`src/rtl/wires_pkg.sv`:
```
// Shared definitions for the core-local interruptor (CLINT): register
// offsets within the 64 KiB window, the bus FSM state type and a
// byte-lane merge helper used by every byte-writable register.
package wires;

   // Word offsets from the CLINT base address
   localparam logic [15:0] CLINT_MSIP        = 16'h0000;
   localparam logic [15:0] CLINT_MTIMECMP_LO = 16'h4000;
   localparam logic [15:0] CLINT_MTIMECMP_HI = 16'h4004;
   localparam logic [15:0] CLINT_MTIME_LO    = 16'hBFF8;
   localparam logic [15:0] CLINT_MTIME_HI    = 16'hBFFC;

   // Bus slave handshake state
   typedef enum logic [0:0] {
      IDLE = 1'b0,
      RESP = 1'b1
   } clint_state_type;

   // Replace each byte lane whose strobe bit is set, keep the others
   function automatic logic [31:0] merge_bytes(input logic [31:0] old_val,
                                               input logic [31:0] new_val,
                                               input logic [3:0]  strb);
      logic [31:0] result;
      result = old_val;
      for (int i = 0; i < 4; i++) begin
         if (strb[i]) begin
            result[8*i +: 8] = new_val[8*i +: 8];
         end
      end
      return result;
   endfunction

endpackage

```
`src/rtl/clint_timer.sv`:
```
// CLINT free-running 64-bit mtime counter with a byte-masked write port.
// Optional feature macro: CLINT_PRESCALER_EN -- when defined, mtime only
// advances once every PRESCALE clock cycles; otherwise it advances every
// cycle and PRESCALE has no effect.
module clint_timer #(
   parameter int unsigned PRESCALE = 100
) (
   input  logic        clk,
   input  logic        rst,
   input  logic        we_lo,
   input  logic        we_hi,
   input  logic [3:0]  wstrb,
   input  logic [31:0] wdata,
   output logic [63:0] mtime
);

   import wires::*;

   logic        tick;
   logic [63:0] mtime_q;
   logic [63:0] mtime_d;

`ifdef CLINT_PRESCALER_EN
   localparam int unsigned CNT_W = (PRESCALE > 1) ? $clog2(PRESCALE) : 1;
   localparam logic [CNT_W-1:0] CNT_MAX = CNT_W'(PRESCALE - 1);

   logic [CNT_W-1:0] pre_cnt_q;
   logic [CNT_W-1:0] pre_cnt_d;

   // Prescaler counts 0..PRESCALE-1 and ticks on the wrap; writes to mtime
   // deliberately leave it alone so software cannot stretch a tick period
   always_comb begin
      tick      = (pre_cnt_q == CNT_MAX);
      pre_cnt_d = tick ? '0 : pre_cnt_q + CNT_W'(1);
   end

   // Prescaler count register
   always_ff @(posedge clk) begin
      if (rst) begin
         pre_cnt_q <= '0;
      end else begin
         pre_cnt_q <= pre_cnt_d;
      end
   end
`else
   logic unused_prescale;

   assign tick            = 1'b1;
   assign unused_prescale = ^PRESCALE;
`endif

   // A write to either half wins over the increment for that cycle; the
   // unwritten bytes hold their old value and no carry is propagated
   always_comb begin
      mtime_d = mtime_q;
      if (we_lo) begin
         mtime_d[31:0] = merge_bytes(mtime_q[31:0], wdata, wstrb);
      end else if (we_hi) begin
         mtime_d[63:32] = merge_bytes(mtime_q[63:32], wdata, wstrb);
      end else if (tick) begin
         mtime_d = mtime_q + 64'd1;
      end
   end

   // mtime register, wraps naturally from all-ones to zero
   always_ff @(posedge clk) begin
      if (rst) begin
         mtime_q <= '0;
      end else begin
         mtime_q <= mtime_d;
      end
   end

   assign mtime = mtime_q;

endmodule

```
`src/rtl/clint.sv`:
```
// Core-local interruptor: memory-mapped msip / mtimecmp / mtime block on
// the CPU's unified memory bus, driving the software and timer interrupts.
// Optional feature macro: CLINT_PRESCALER_EN (mtime tick divider, see
// clint_timer).
module clint #(
   parameter logic [31:0]  BASE_ADDR = 32'h0200_0000,
   parameter int unsigned  PRESCALE  = 100
) (
   input  logic        rst,
   input  logic        clk,
   input  logic        memory_valid,
   input  logic        memory_instr,
   input  logic [31:0] memory_addr,
   input  logic [31:0] memory_wdata,
   input  logic [3:0]  memory_wstrb,
   output logic [31:0] memory_rdata,
   output logic        memory_ready,
   output logic        timer_irpt,
   output logic        soft_irpt
);

   import wires::*;

   clint_state_type state_q;
   clint_state_type state_d;

   logic        sel;
   logic        capture;
   logic        is_write;
   logic [15:0] offset;
   logic        we_lo;
   logic        we_hi;
   logic [31:0] read_val;
   logic [63:0] mtime;

   logic        msip_q;
   logic        msip_d;
   logic [63:0] mtimecmp_q;
   logic [63:0] mtimecmp_d;
   logic [31:0] rdata_q;
   logic [31:0] rdata_d;
   logic        ready_q;
   logic        ready_d;
   logic        timer_irpt_q;
   logic        timer_irpt_d;

   logic        unused_bits;

   // Instruction fetches are serviced as reads and the byte offset within
   // a word is irrelevant, so these inputs carry no information here
   assign unused_bits = ^{memory_instr, memory_addr[1:0]};

   // Window decode; a request is only taken while idle so RESP never
   // samples the bus and the master sees one transaction per two cycles
   always_comb begin
      offset   = {memory_addr[15:2], 2'b00};
      sel      = memory_valid && (memory_addr[31:16] == BASE_ADDR[31:16]);
      capture  = (state_q == IDLE) && sel;
      is_write = (memory_wstrb != 4'b0000);
      we_lo    = capture && is_write && (offset == CLINT_MTIME_LO);
      we_hi    = capture && is_write && (offset == CLINT_MTIME_HI);
   end

   // Read mux of the register values as they stand at the capture edge
   always_comb begin
      read_val = 32'h0000_0000;
      case (offset)
         CLINT_MSIP:        read_val = {31'd0, msip_q};
         CLINT_MTIMECMP_LO: read_val = mtimecmp_q[31:0];
         CLINT_MTIMECMP_HI: read_val = mtimecmp_q[63:32];
         CLINT_MTIME_LO:    read_val = mtime[31:0];
         CLINT_MTIME_HI:    read_val = mtime[63:32];
         default:           read_val = 32'h0000_0000;
      endcase
   end

   // Two-state handshake; rdata is only non-zero alongside the ready pulse
   always_comb begin
      state_d = state_q;
      ready_d = 1'b0;
      rdata_d = 32'h0000_0000;
      case (state_q)
         IDLE: begin
            if (capture) begin
               state_d = RESP;
               ready_d = 1'b1;
               rdata_d = read_val;
            end
         end
         RESP: begin
            state_d = IDLE;
         end
         default: begin
            state_d = IDLE;
         end
      endcase
   end

   // Byte-masked updates of msip and mtimecmp; unmapped offsets are
   // acknowledged by the FSM but change nothing
   always_comb begin
      msip_d     = msip_q;
      mtimecmp_d = mtimecmp_q;
      if (capture && is_write) begin
         case (offset)
            CLINT_MSIP: begin
               if (memory_wstrb[0]) begin
                  msip_d = memory_wdata[0];
               end
            end
            CLINT_MTIMECMP_LO: begin
               mtimecmp_d[31:0] = merge_bytes(mtimecmp_q[31:0], memory_wdata, memory_wstrb);
            end
            CLINT_MTIMECMP_HI: begin
               mtimecmp_d[63:32] = merge_bytes(mtimecmp_q[63:32], memory_wdata, memory_wstrb);
            end
            default: begin
               msip_d = msip_q;
            end
         endcase
      end
   end

   // Compare uses the current registers, so the interrupt trails any
   // mtime or mtimecmp change by one edge
   always_comb begin
      timer_irpt_d = (mtime >= mtimecmp_q);
   end

   // All bus-visible state; a reset edge discards any request seen with it
   always_ff @(posedge clk) begin
      if (rst) begin
         state_q      <= IDLE;
         ready_q      <= 1'b0;
         rdata_q      <= 32'h0000_0000;
         msip_q       <= 1'b0;
         mtimecmp_q   <= 64'hFFFF_FFFF_FFFF_FFFF;
         timer_irpt_q <= 1'b0;
      end else begin
         state_q      <= state_d;
         ready_q      <= ready_d;
         rdata_q      <= rdata_d;
         msip_q       <= msip_d;
         mtimecmp_q   <= mtimecmp_d;
         timer_irpt_q <= timer_irpt_d;
      end
   end

   clint_timer #(
      .PRESCALE (PRESCALE)
   ) u_timer (
      .clk   (clk),
      .rst   (rst),
      .we_lo (we_lo),
      .we_hi (we_hi),
      .wstrb (memory_wstrb),
      .wdata (memory_wdata),
      .mtime (mtime)
   );

   assign memory_ready = ready_q;
   assign memory_rdata = rdata_q;
   assign timer_irpt   = timer_irpt_q;
   assign soft_irpt    = msip_q;

endmodule

```
`config.mk`:
```
export PLATFORM = sky130hd
export DESIGN_NAME = clint
export DESIGN_NICKNAME = d
export VERILOG_FILES = /design/src/rtl/wires_pkg.sv /design/src/rtl/clint_timer.sv /design/src/rtl/clint.sv
export SDC_FILE = /design/constraint.sdc
export NUM_CORES = 1
export LEC_CHECK = 0
export ABC_CLOCK_PERIOD_IN_PS = 2890
export CAP_MARGIN = 20
export CORE_MARGIN = 2
export CORE_UTILIZATION = 50
export CTS_CLUSTER_DIAMETER = 150
export DETAILED_ROUTE_END_ITERATION = 8
export PLACE_DENSITY = 0.72
export SLEW_MARGIN = 15
export SYNTH_ARGS = -nofsm -noshare
export SYNTH_HDL_FRONTEND = slang
export SYNTH_SLANG_ARGS = --single-unit
```
`constraint.sdc`:
```
create_clock -name clk -period 2.89 [get_ports clk]
set_input_delay 0.4335 -clock clk [delete_from_list [all_inputs] [get_ports clk]]
set_output_delay 0.4335 -clock clk [all_outputs]
set_load 0.05 [all_outputs]
```
==> key figures, run 1 <==
Yosys
  – Post-synth top area share: 31.2%
  – Area contributors post-synth: dfxtp_1, mux2i_1, ha_1
  – Ys async rst share: 0%
  – Gate Count Post-Synth: 1280
  – Synthesized cell area: 10500 um^2
  – Syn Nets: 1417
  – Synth area leader: dfxtp_1
  – Post-synthesis mux area share: 8.47%
  – Xor/xnor share of the synthesized area: 0%
  – Top_reg_cell synth: dfxtp_1
  – Synth Area in Compound Gates: 22.2%
  – Adder-Cell Fraction of Synth Area: 7.78%
  – Post-synth EDFFs: 0
  – Largest family of logic cells by synthesized area: simple AND/OR/NAND/NOR gates
  – Mapped Avg Cell Area: 8.17 um^2
  – Ys Warns: 0
  – Yosys cell types: 76
  – #FFs+latches synth: 163
  – Synth Area in Simple Gates: 24.1%
  – Sequential fraction of the synthesis area: 31.2%

Floorplanning
  – Ports: 107
  – Die Height: 149 um
  – Row count: 52
  – Die area: 22100 um^2
  – Area of the core: 20400 um^2
  – Die span in x: 149 um
  – Starting utilization of the core area: 51.3%

Final layout
  – Final core occ: 63.6%
  – FILL cells: 1795
  – Final cell count without fillers: 1720
  – Nets: 1575
  – Diode count: 0
  – Most common cell after layout, fill and taps aside: dfxtp_1
  – Layout cells sized above 1: 11.9%
  – P&R area growth vs syn: 24.0%
  – Design area: 13000 um^2
  – Leading cell types in the layout, fill and taps excluded: dfxtp_1, nand2_1, buf_4

Clock network
  – Hold_buf cts: 0
  – Cts bufs inserted: 17
  – Clock-pin slew on the worst setup and hold paths: 0.07 ns
  – Largest buffer count on any clock path: 2
  – Clock Root Buffer: clkbuf_16
  – # H-tree levels: 4
  – Worst-Skew Late Latency: 0.44 ns
  – Total setup buffers inserted after CTS: 0
  – TritonCTS clock tree: yes
  – Cts repair resizes: 0
  – Clock sink count: 163

GRT
  – Met3 Use GR: 4.45%
  – First-pass GRT wire length: 55500 um
  – GRT Total Usage: 31.7%
  – Vias in the first global route: 10400
  – Met1 GRT Util: 43.2%
  – Busiest grt layer: met2
  – Pin count of the biggest net entering global routing: 64
  – Gr ovfl total: 0
  – Initial antenna violation count: 0
  – Met2 usage: 50.7%

Min path
  – Hold Path Class: input pin to register

Run status
  – Run status: complete, no violations

Placement
  – PortBufs: 103
  – Cells after DPL: 1689
  – DP HPWL: 25700 um
  – Placer Congestion: 1.03
  – Placed inst area: 12400 um^2

Setup path
  – Crit path largest cell delay: 0.54 ns
  – Crit Path Category: register to register
  – CP required: 3.22 ns
  – CP max-delay cell: nor4_4
  – Critical path arrival: 3.11 ns
  – CP cell instances: nand3_2 -> nor4_4 -> nand4_1 -> nor2_1 -> a31oi_1 -> nor4_1
  – CP Capture Type: register
  – Max Fanout on Critical Path: 7
  – Startpoint Class: register

Timing
  – Period utilization: 95.9%
  – Final min period: 2.77 ns
  – Max Transition Viols Final: 0
  – Slew @ Worst Pin: 0.762 ns
  – Worst hold margin: 0.340 ns
  – Final hold viol count: 0
  – Headroom to the max-slew limit: 48.7%
  – Skew final: 0.0100 ns
  – Final setup fails: 0
  – RSZ-0062 raised after global routing: false
  – Max frequency: 361 MHz

Route
  – Routed wire length: 34800 um
  – DR vias: 10900
  – Drc violations: 0
  – DR iter-0 viols: 1135
  – Post-route ant nets: 0
  – Vias per Instance: 6.35
  – 1st-pass router iterations: 7
  – Routed wire length per instance: 20.3 um

Pwr
  – Power Density: 380 nW/um^2
  – VDD IR max: 0.000363 V
  – Pleak: 5.70 nW

Flow run
  – MaxCap Viol Count: 0
routing by layer:
metal  share of wire (%)  routed length [um]  vias up
met4                 3.4                1200        0
met5                   0                   0        -
met2                  45               15800      549
li1                    -                   -     5126
met1                  43               14800     5168
met3                 8.6                2980       87
final cells by class:
class	count	area (um^2)	area share, %
tap	270	338	2.61
sequential	163	3260	25.2
timing repair buffer	212	1890	14.6
inverter	93	349	2.69
multi-input combinational	951	6530	50.4
clock buffer	23	458	3.53
clock inverter	8	128	0.985
power breakdown:
group / switching, mW / leakage [nW] / internal [mW]
Sequential: 0.00561 / 1.32 / 2.25
Clock: 0.974 / 0.278 / 1.38
Combinational: 0.174 / 4.10 / 0.142
Total: 1.15 / 5.70 / 3.77
sequential cells by signal, indices dropped and copies added, names as in the netlist:
register,count
soft_irpt,1
timer_irpt,1
memory_rdata,32
state_q,1
u_timer.mtime,64
mtimecmp_q,64
cells by family (layout without fill, tap and decap cells):
| group | after synthesis | after routing |
|---|---|---|
| simple gates | 450 | 450 |
| buf+inv | 166 | 336 |
| mux | 88 | 88 |
| flops | 163 | 163 |
| fa+ha+maj | 65 | 65 |
| compound gates | 348 | 348 |
Yosys cell counts, drive strengths merged (5+ instances only):
library cell / n
buf: 24
inv: 92
dfxtp: 163
nor4: 35
a21oi: 94
a221oi: 6
o211ai: 58
nor2: 49
clkbuf: 49
o21ai: 46
or4: 18
mux2i: 84
nor3: 35
o31ai: 7
nand2: 134
o32ai: 16
and2: 35
nand3: 41
and3: 29
a21o: 12
a31o: 5
or3: 8
a211oi: 24
a31oi: 10
and4: 10
ha: 65
o22ai: 33
nand4: 39
through the flow:
step | total power [mW] | worst slack, ns | TNS [ns]
2_1_floorplan | 2.43 | 0.556 | 0
3_3_place_gp | 2.61 | 0.00882 | 0
3_5_place_dp | 2.61 | -0.0588 | -0.307
4_1_cts | 4.93 | 0.159 | 0
5_1_grt | 5.03 | 0.0234 | 0
6_report | 4.93 | 0.118 | 0
final timing paths:
| kind | endpoint | slack [ns] | from | cells past startpoint |
|---|---|---|---|---|
| max reg2reg | u_timer.mtime[55] | 0.12 | u_timer.mtime[18] | 6 |
| max | u_timer.mtime[55] | 0.12 | u_timer.mtime[18] | 6 |
| min reg2reg | mtimecmp_q[33] | 0.50 | mtimecmp_q[33] | 2 |
| min | soft_irpt | 0.34 | rst | 2 |
worst max-delay path: cells and delay by family, from the launching register on:
family / cells / cell delay (ns)
AOI/OAI and AO/OA: 1 / 0.20
DFF: 1 / 0.52
and+or+nand+nor: 5 / 1.96
(Power assumes the default switching activity.)
==> run 2: changes to the inputs <==
ABC_CLOCK_PERIOD_IN_PS = 3200   (was 2890)
clock period = 3.2 ns   (was 2.89 ns; I/O delays follow)
==> run 2 against run 1 <==
Net effect: critical endpoint unchanged; utilization shrank 1.4 points; critical path depth stayed put; routed wire length shrank 1.5%; clock power decreased by 10%; cell area decreased by 2.2%.
==> key figures, run 2 (synthesized netlist as in run 1, its figures left out) <==
Final layout
  – P&R area growth vs syn: 21.3% (was 24.0%)
  – Nets: 1536 (was 1575)
  – Layout cells sized above 1: 9.77% (was 11.9%)
  – Leading cell types in the layout, fill and taps excluded: dfxtp_1, nand2_1, clkdlybuf4s50_1 (was dfxtp_1, nand2_1, buf_4)
  – Final core occ: 62.3% (was 63.6%)
  – Most common cell after layout, fill and taps aside: dfxtp_1 (unchanged)
  – Diode count: 0 (unchanged)

Min path
  – Hold path startpoint: mtimecmp_q[33] (was rst)
  – Hold EP: mtimecmp_q[33] (was soft_irpt)
  – Hold Path Class: register to register (was input pin to register)
  – Worst hold stages: 2 (unchanged)

Clock network
  – Total setup buffers inserted after CTS: 0 (unchanged)
  – TritonCTS clock tree: yes (unchanged)
  – Clock-pin slew on the worst setup and hold paths: 0.07 ns (about the same)
  – Clock sink count: 163 (unchanged)
  – # H-tree levels: 4 (unchanged)
  – Hold_buf cts: 0 (unchanged)
  – Clock Root Buffer: clkbuf_16 (unchanged)
  – Largest buffer count on any clock path: 2 (unchanged)
  – Worst-Skew Late Latency: 0.44 ns (about the same)
  – Cts bufs inserted: 17 (unchanged)
  – Cts repair resizes: 0 (unchanged)

GRT
  – Gr ovfl total: 0 (unchanged)
  – Pin count of the biggest net entering global routing: 53 (was 64)
  – GRT Total Usage: 31.4% (was 31.7%)
  – Vias in the first global route: 10000 (was 10400)
  – First-pass GRT wire length: 54900 um (was 55500 um)
  – Initial antenna violation count: 0 (unchanged)

Floorplanning
  – Area of the core: 20400 um^2 (unchanged)
  – Row count: 52 (unchanged)
  – Die span in x: 149 um (unchanged)
  – Ports: 107 (unchanged)
  – Die area: 22100 um^2 (unchanged)
  – Starting utilization of the core area: 51.3% (unchanged)
  – Die Height: 149 um (unchanged)

Timing
  – Final min period: 2.87 ns (was 2.77 ns)
  – Final setup fails: 0 (unchanged)
  – Skew final: 0.00967 ns (was 0.0100 ns)
  – RSZ-0062 raised after global routing: false (unchanged)
  – Max frequency: 349 MHz (was 361 MHz)
  – Worst hold margin: 0.511 ns (was 0.340 ns)
  – Final hold viol count: 0 (unchanged)
  – Max Transition Viols Final: 0 (unchanged)
  – Setup tns final: 0 ns (unchanged)
  – Headroom to the max-slew limit: 41.1% (was 48.7%)
  – Final setup margin: 0.333 ns (was 0.118 ns)
  – Slew @ Worst Pin: 0.883 ns (was 0.762 ns)
  – Period utilization: 89.6% (was 95.9%)

Route
  – Vias per Instance: 6.39 (was 6.35)
  – 1st-pass router iterations: 6 (was 7)
  – Post-route ant nets: 0 (unchanged)
  – Routed wire length: 34300 um (was 34800 um)
  – DR iter-0 viols: 987 (was 1135)
  – Routed wire length per instance: 20.4 um (was 20.3 um)
  – Drc violations: 0 (unchanged)
  – DR vias: 10700 (was 10900)

Flow run
  – MaxCap Viol Count: 0 (unchanged)

Setup path
  – CP Capture Type: register (unchanged)
  – Startpoint Class: register (unchanged)
  – CP max-delay cell: nor2_1 (was nor4_4)
  – Crit path buf inv count: 0 (unchanged)
  – Crit path largest cell delay: 0.56 ns (was 0.54 ns)
  – CP cell instances: nand3_2 -> nor4_4 -> nand4_1 -> nor2_1 -> a31oi_1 -> nor4_1 (unchanged)
  – Max Fanout on Critical Path: 7 (unchanged)
  – Critical path arrival: 3.20 ns (was 3.11 ns)
  – Reg-to-reg slack, setup: 0.33 ns (was 0.12 ns)
  – R2R depth: 6 (unchanged)
  – Crit Path Category: register to register (unchanged)
  – CP required: 3.54 ns (was 3.22 ns)
  – Largest delay share family, worst path: simple AND/OR/NAND/NOR gates (unchanged)
  – Critical R2R Launch: u_timer.mtime[18] (unchanged)
  – Worst R2R End: u_timer.mtime[55] (unchanged)

Run status
  – Run status: complete, no violations (unchanged)

Placement
  – DP HPWL: 25000 um (was 25700 um)
  – Pre-CTS setup slack: 0.120 ns (was -0.0588 ns)
  – PortBufs: 103 (unchanged)
  – Placer Congestion: 0.967 (was 1.03)

Pwr
  – Final Total Pwr: 4.43 mW (was 4.93 mW)
  – Pleak: 5.52 nW (was 5.70 nW)
  – VDD IR max: 0.000241 V (was 0.000363 V)
  – Power Density: 349 nW/um^2 (was 380 nW/um^2)
-- run 2: cell count changes in the layout (fill, tap and decap cells not counted), sizes merged --
cell / before / now
bufinv: 3 / 2
buf: 111 / 72
clkinvlp: 2 / 4
inv: 93 / 97
clkbuf: 23 / 19
-- run 2: final cells by class --
type	count	area, um^2
clock inverter	13	148
sequential	163	3260
fill	1830	7680
inverter	93	349
clock buffer	19	443
timing repair buffer	173	1610
tap	270	338
multi-input combinational	951	6530
-- run 2: through the flow --
| step | cells | area [um^2] |
|---|---|---|
| final | 1682 | 12700 |
| after global routing | 1682 | 12700 |
| after CTS | 1682 | 12700 |
| after detailed placement | 1650 | 12100 |
| after global placement | 1650 | 12100 |
| after floorplan | 1280 | 10500 |
-- run 2: worst min-delay path: stages, from the launching register on --
cell,delay (ns)
dfxtp_1,0.35
mux2i_1,0.08
nand2_1,0.06
-- run 2: worst max-delay path by stage --
stage,cells after the start,endpoint,from
floorplan,5,u_timer.mtime[13],memory_addr[28]
global placement,8,u_timer.mtime[37],memory_addr[20]
detailed placement,8,u_timer.mtime[14],memory_addr[8]
CTS,6,u_timer.mtime[55],u_timer.mtime[18]
global route,6,u_timer.mtime[55],u_timer.mtime[2]
finish,6,u_timer.mtime[55],u_timer.mtime[18]
-- run 2: per-layer routing --
metal	up-vias	wire, um	part of all wire (%)	track usage (%)
met5	-	0	0	0
met4	0	1010	2.9	10.8
met3	76	2860	8.3	5.43
met2	503	15700	46	50.6
met1	5113	14800	43	42.6
li1	5051	-	-	-
-- run 2: where the power goes --
part | internal (mW) | switching (mW) | total (mW) | leakage (nW)
clock | 1.18 | 0.935 | 2.12 | 0.277
sequential | 2.03 | 0.00656 | 2.04 | 1.32
combinational | 0.122 | 0.154 | 0.277 | 3.93
